<file path="config.mk">
export PLATFORM = sky130hd
export DESIGN_NAME = bus_addr_router
export DESIGN_NICKNAME = d
export VERILOG_FILES = /design/src/rtl/bus_addr_router.sv
export SDC_FILE = /design/constraint.sdc
export NUM_CORES = 1
export LEC_CHECK = 0
export CORE_AREA = 2 2 147 120
export CTS_BUF_LIST = sky130_fd_sc_hd__clkbuf_4
export DETAILED_ROUTE_END_ITERATION = 10
export DIE_AREA = 0 0 149 122
export PLACE_DENSITY = 0.71
export SLEW_MARGIN = 40
export SYNTH_ARGS = -nofsm -noshare
export SYNTH_HDL_FRONTEND = slang
export SYNTH_SLANG_ARGS = --single-unit
export TNS_END_PERCENT = 1
</file>
<file path="constraint.sdc">
create_clock -name clk -period 5.02 [get_ports clk]
set_input_delay 1.004 -clock clk [delete_from_list [all_inputs] [get_ports clk]]
set_output_delay 1.004 -clock clk [all_outputs]
set_load 0.02 [all_outputs]
</file>
<file path="src/rtl/bus_addr_router.sv">
// Single-master to N-slave request router with BASE/MASK decode, one outstanding
// transaction, and generated error responses for unmapped addresses and slave timeouts.
module bus_addr_router #(
    parameter int unsigned                N_SLAVES    = 4,
    parameter int unsigned                XLEN        = 32,
    parameter logic [N_SLAVES*XLEN-1:0]   SLV_BASE    = {32'h6000_0000, 32'h4000_0000,
                                                         32'h2000_0000, 32'h0000_0000},
    parameter logic [N_SLAVES*XLEN-1:0]   SLV_MASK    = {4{32'hF000_0000}},
    parameter int unsigned                TIMEOUT_CYC = 255,
    parameter logic [XLEN-1:0]            ERR_RDATA   = 32'hDEAD_BEEF
) (
    input  logic                     clk,
    input  logic                     rst,
    input  logic                     m_req_valid,
    output logic                     m_req_ready,
    input  logic [XLEN-1:0]          m_req_addr,
    input  logic                     m_req_we,
    input  logic [XLEN-1:0]          m_req_wdata,
    input  logic [XLEN/8-1:0]        m_req_be,
    output logic                     m_rsp_valid,
    input  logic                     m_rsp_ready,
    output logic [XLEN-1:0]          m_rsp_rdata,
    output logic                     m_rsp_err,
    output logic [N_SLAVES-1:0]      s_req_valid,
    input  logic [N_SLAVES-1:0]      s_req_ready,
    output logic [XLEN-1:0]          s_req_addr,
    output logic                     s_req_we,
    output logic [XLEN-1:0]          s_req_wdata,
    output logic [XLEN/8-1:0]        s_req_be,
    input  logic [N_SLAVES-1:0]      s_rsp_valid,
    output logic [N_SLAVES-1:0]      s_rsp_ready,
    input  logic [N_SLAVES*XLEN-1:0] s_rsp_rdata,
    input  logic [N_SLAVES-1:0]      s_rsp_err,
    output logic                     dec_err,
    output logic                     tmo_err,
    output logic [15:0]              err_cnt
);

    localparam int unsigned SEL_W = (N_SLAVES > 1) ? $clog2(N_SLAVES) : 1;
    localparam int unsigned CNT_W = (TIMEOUT_CYC > 0) ? $clog2(TIMEOUT_CYC + 1) : 1;

    typedef enum logic [1:0] {StIdle, StIssue, StWait, StErr} state_e;

    state_e                state_q, state_d;
    logic [SEL_W-1:0]      sel_q;
    logic [XLEN-1:0]       addr_q, wdata_q;
    logic                  we_q;
    logic [XLEN/8-1:0]     be_q;
    logic [CNT_W-1:0]      tmo_cnt_q;
    logic                  dec_err_q, tmo_err_q;
    logic [15:0]           err_cnt_q;

    logic                  dec_hit;
    logic [SEL_W-1:0]      dec_sel;
    logic                  tmo_hit, rsp_hs, dec_set, tmo_set;

    // Scan from the top down so the lowest matching index is the one left standing.
    always_comb begin
        dec_hit = 1'b0;
        dec_sel = '0;
        for (int i = N_SLAVES - 1; i >= 0; i--) begin
            if ((m_req_addr & SLV_MASK[i*XLEN +: XLEN]) == SLV_BASE[i*XLEN +: XLEN]) begin
                dec_hit = 1'b1;
                dec_sel = SEL_W'(i);
            end
        end
    end

    assign tmo_hit = (TIMEOUT_CYC != 0) && (tmo_cnt_q == CNT_W'(TIMEOUT_CYC));
    assign rsp_hs  = s_rsp_valid[sel_q] & m_rsp_ready;
    assign dec_set = (state_q == StIdle) && m_req_valid && !dec_hit;
    // A response handshake in the timeout cycle takes priority over the abort.
    assign tmo_set = ((state_q == StIssue) || (state_q == StWait && !rsp_hs)) && tmo_hit;

    always_comb begin
        state_d = state_q;
        unique case (state_q)
            StIdle:  if (m_req_valid) state_d = dec_hit ? StIssue : StErr;
            StIssue: begin
                if (tmo_hit)                 state_d = StErr;
                else if (s_req_ready[sel_q]) state_d = StWait;
            end
            StWait: begin
                if (rsp_hs)       state_d = StIdle;
                else if (tmo_hit) state_d = StErr;
            end
            StErr:   if (m_rsp_ready) state_d = StIdle;
            default: state_d = StIdle;
        endcase
    end

    always_ff @(posedge clk or posedge rst) begin
        if (rst) begin
            state_q   <= StIdle;
            sel_q     <= '0;
            addr_q    <= '0;
            we_q      <= 1'b0;
            wdata_q   <= '0;
            be_q      <= '0;
            tmo_cnt_q <= '0;
            dec_err_q <= 1'b0;
            tmo_err_q <= 1'b0;
            err_cnt_q <= '0;
        end else begin
            state_q   <= state_d;
            dec_err_q <= dec_set;
            tmo_err_q <= tmo_set;
            if (state_q == StIdle && m_req_valid) begin
                sel_q   <= dec_sel;
                addr_q  <= m_req_addr;
                we_q    <= m_req_we;
                wdata_q <= m_req_wdata;
                be_q    <= m_req_be;
            end
            if (state_q == StIssue || state_q == StWait) begin
                tmo_cnt_q <= tmo_cnt_q + 1'b1;
            end else begin
                tmo_cnt_q <= '0;
            end
            if ((dec_set || tmo_set) && err_cnt_q != 16'hFFFF) begin
                err_cnt_q <= err_cnt_q + 16'd1;
            end
        end
    end

    always_comb begin
        m_req_ready = (state_q == StIdle);
        s_req_valid = '0;
        s_rsp_ready = '1;
        m_rsp_valid = 1'b0;
        m_rsp_rdata = '0;
        m_rsp_err   = 1'b0;
        unique case (state_q)
            StIssue: s_req_valid[sel_q] = 1'b1;
            StWait: begin
                m_rsp_valid        = s_rsp_valid[sel_q];
                m_rsp_rdata        = s_rsp_rdata[sel_q*XLEN +: XLEN];
                m_rsp_err          = s_rsp_err[sel_q];
                s_rsp_ready[sel_q] = m_rsp_ready;
            end
            StErr: begin
                m_rsp_valid = 1'b1;
                m_rsp_rdata = ERR_RDATA;
                m_rsp_err   = 1'b1;
            end
            default: ;
        endcase
    end

    assign s_req_addr  = addr_q;
    assign s_req_we    = we_q;
    assign s_req_wdata = wdata_q;
    assign s_req_be    = be_q;
    assign dec_err     = dec_err_q;
    assign tmo_err     = tmo_err_q;
    assign err_cnt     = err_cnt_q;

endmodule

</file>
==> results.py <==
metrics = {
    "clock_tree": {
        "postCtsSetupRepairBufs": 0,
        "clkTransAtPathRegs_ns": 0.14,
        "cts_tree": "yes",
        "cts.sinks": 99,
        "postCtsHoldBufs": 0,
        "cts.path.max_buffers": 2,
        "htreeDepth": 3,
        "post_cts_resized": 0,
        "clkLatencyLatePin_ns": 0.45,
        "cts_buffers": 9,
        "cts_root_buf": "clkbuf_4",
    },
    "layout": {
        "fin_cells": 975,
        "final_common_cell": "clkdlybuf4s50_1",
        "final_cell_mix": "342 x clkdlybuf4s50_1, 97 x dfrtp_1, 71 x mux2_2",
        "nets": 965,
        "n_fill_cell": 1507,
        "syn_to_final_growth_pct": 71.71,
        "drive_gt1_frac": 0.1736,
    },
    "timing": {
        "setup_viol": 0,
        "finalSetupTns_ns": 0,
        "fmax_mhz": 265.5,
        "final_max_slew_viol_count": 0,
        "clock-skew-final_ns": 0.02060,
        "fin_crit_sh": 0.7503,
        "finalHoldViolCount": 0,
        "worst_pin_slew_ns": 0.7225,
        "maxSlewHeadroom": 0.5153,
        "grt_setup_unrepaired": "false",
        "period_needed_ns": 3.767,
    },
    "yosys": {
        "yosys_warnings": 0,
        "synthFlopType": "dfrtp_1",
        "netlist_area_um2": 5245,
        "synth_cells": 414,
        "avgSynthCellArea_um2": 12.67,
        "synth_edf_count": 0,
        "yosysSeqAreaShare": 0.4723,
        "synth_fp_nets": 634,
        "ys_async_sr_fraction": 1.000,
        "synth-seq-cells": 99,
        "yosysUniqueCellTypes": 38,
    },
    "min_path": {
        "hold-path-endpoint": "tmo_cnt_q[0]",
        "hp-class": "reg -> reg",
        "min_path_cells": 1,
        "min-delay-start": "tmo_cnt_q[0]",
    },
    "global_routing": {
        "grt_pass1_vias": 4880,
        "grt_pass1_wl_um": 25950,
        "grt_max_degree": 73,
        "overflow": 0,
        "groute.usage.overall": 0.1847,
        "antenna_found_initial": 1,
    },
    "setup_path": {
        "startpoint_type": "flop",
        "worstPathRequired_ns": 4.02,
        "cp_slowest_cell": "dfrtp_2",
        "crit_buf_inv": 2,
        "path_max_fanout": 27,
        "path_delay_family": "buffers and inverters",
        "endpoint_kind": "output port",
        "criticalPathCategory": "reg -> out",
        "r2r_cells": 6,
        "reg2reg_slack_ns": 2.70,
        "reg2reg_from": "sel_q[0]",
        "r2r_end": "err_cnt[11]",
        "max_stage_delay_ns": 0.77,
        "cp_cell_sequence": "buf_12, mux4_2, and2_1, clkdlybuf4s50_1",
        "cp_data_arrival_time_ns": 2.76,
    },
    "routing": {
        "drc": 0,
        "viasPerCell": 4.776,
        "drt-total-wl_um": 17330,
        "ant_nets": 0,
        "route.vias.total": 4657,
        "wl_per_cell_um": 17.77,
        "firstDrtPassIters": 4,
        "drt_iter0_drc": 111,
    },
    "die": {
        "die_y_um": 122,
        "io_pins": 343,
        "die_area_um2": 18180,
        "rows": 43,
        "die_w_um": 149,
        "start_util": 0.3105,
        "coreArea_um2": 16890,
    },
    "placed_design": {
        "place_hpwl_um": 13780,
        "gp_congestion": 0.8466,
        "io_buffer_count": 342,
        "dp.cells": 958,
    },
    "flow_run": {
        "maxCapViolations": 0,
    },
    "power_and_ir_drop": {
        "p_leak_nw": 3.602,
        "max-vdd-ir-drop_mv": 0.3066,
        "power_density_nw_per_um2": 531.0,
    },
    "status": {
        "status": "finished, final reports clean",
    },
}
[flip-flops by register name, summed over array words and instances (netlist names)]
| name | flops |
|---|---|
| sel_q | 2 |
| dec_err | 1 |
| tmo_cnt_q | 8 |
| s_req_be | 4 |
| tmo_err | 1 |
| state_q | 2 |
| s_req_addr | 32 |
| s_req_wdata | 32 |
| s_req_we | 1 |
| err_cnt | 16 |
[layout make-up]
class                      instances  area, µm²  share of cell area
tap                              225      281.5             0.03126
antenna                            1      2.502           0.0002779
inverter                           7      31.28            0.003473
clock inverter                     5      31.28            0.003473
sequential                        99       2482              0.2756
clock buffer                      10      75.07            0.008336
multi-input combinational        282       2633              0.2923
timing repair buffer             346       3470              0.3852
[per-stage QoR]
step / total power [mW] / hold slack (ns) / setup WS (ns) / instance area [µm²] / util
floorplan: 3.055 / 0.4315 / 1.426 / 5245 / -
global placement: 4.401 / 0.4452 / 1.340 / 8872 / 0.5252
detailed placement: 4.461 / 0.4687 / 1.368 / 8884 / 0.5258
CTS: 4.836 / 0.4894 / 1.040 / 8990 / 0.5321
global route: 5.082 / 0.5176 / 1.042 / 9006 / 0.5331
finish: 4.782 / 0.4833 / 1.253 / 9006 / 0.5331
[Yosys cell counts, types with 4 or more instances]
cell type / n / area, µm²
and3_1: 5 / 31.28
nand3_1: 13 / 65.06
buf_2: 4 / 20.02
inv_1: 6 / 22.52
nand4_1: 9 / 56.30
nor3_1: 5 / 25.02
dfrtp_1: 99 / 2477
and2_1: 18 / 112.6
ha_1: 7 / 87.58
clkbuf_1: 18 / 67.56
xnor2_1: 18 / 157.7
mux2_2: 71 / 799.5
nor2_1: 10 / 37.54
nand2_1: 63 / 236.5
mux4_2: 34 / 765.7
[worst reg2reg max path: cells and delay by family, from the launching register on]
kind	cells	cell delay, ns
and+or+nand+nor	2	0.20
buffers and inverters	1	0.29
muxes	1	0.33
AOI/OAI and AO/OA	2	0.62
DFF	1	0.77
[metal layers]
layer / GRT usage / vias to the layer above / part of all wire
met5: 0 / - / 0
met4: 0.07440 / 0 / 0.028
met3: 0.05768 / 28 / 0.092
met2: 0.3206 / 205 / 0.51
met1: 0.2130 / 2284 / 0.37
li1: - / 2140 / -
[worst max path at each step]
stage / start / to / slack (ns) / cells after the start
after global routing: sel_q[0] / m_rsp_rdata[22] / 1.04 / 4
after CTS: state_q[0] / s_rsp_ready[2] / 1.04 / 5
after detailed placement: s_rsp_rdata[104] / m_rsp_rdata[8] / 1.37 / 4
final: sel_q[0] / m_rsp_rdata[22] / 1.25 / 4
after global placement: s_rsp_rdata[104] / m_rsp_rdata[8] / 1.34 / 4
after floorplan: rst / dec_err / 1.43 / 1
[where the power goes]
| group | total (mW) | leakage [nW] | switching [mW] | internal (mW) |
|---|---|---|---|---|
| combinational | 3.02 | 2.33 | 1.39 | 1.63 |
| sequential | 1.41 | 1.22 | 0.279 | 1.13 |
| clock | 0.358 | 0.0519 | 0.255 | 0.102 |
[logic make-up (layout without fill, tap and decap cells)]
kind of cell               count (synthesis)  after routing  synth area share
adders and majority gates                  7              7           0.01670
DFF                                       99             99            0.4723
other                                      0              1                 0
buffers and inverters                     33            368           0.02886
xor gates and xnor gates                  20             20           0.03340
and+or+nand+nor                          133            133            0.1219
muxes                                    108            108            0.3042
AOI/OAI and AO/OA                         14             14           0.02267
Note: power is estimated with default switching activity, not from simulation.
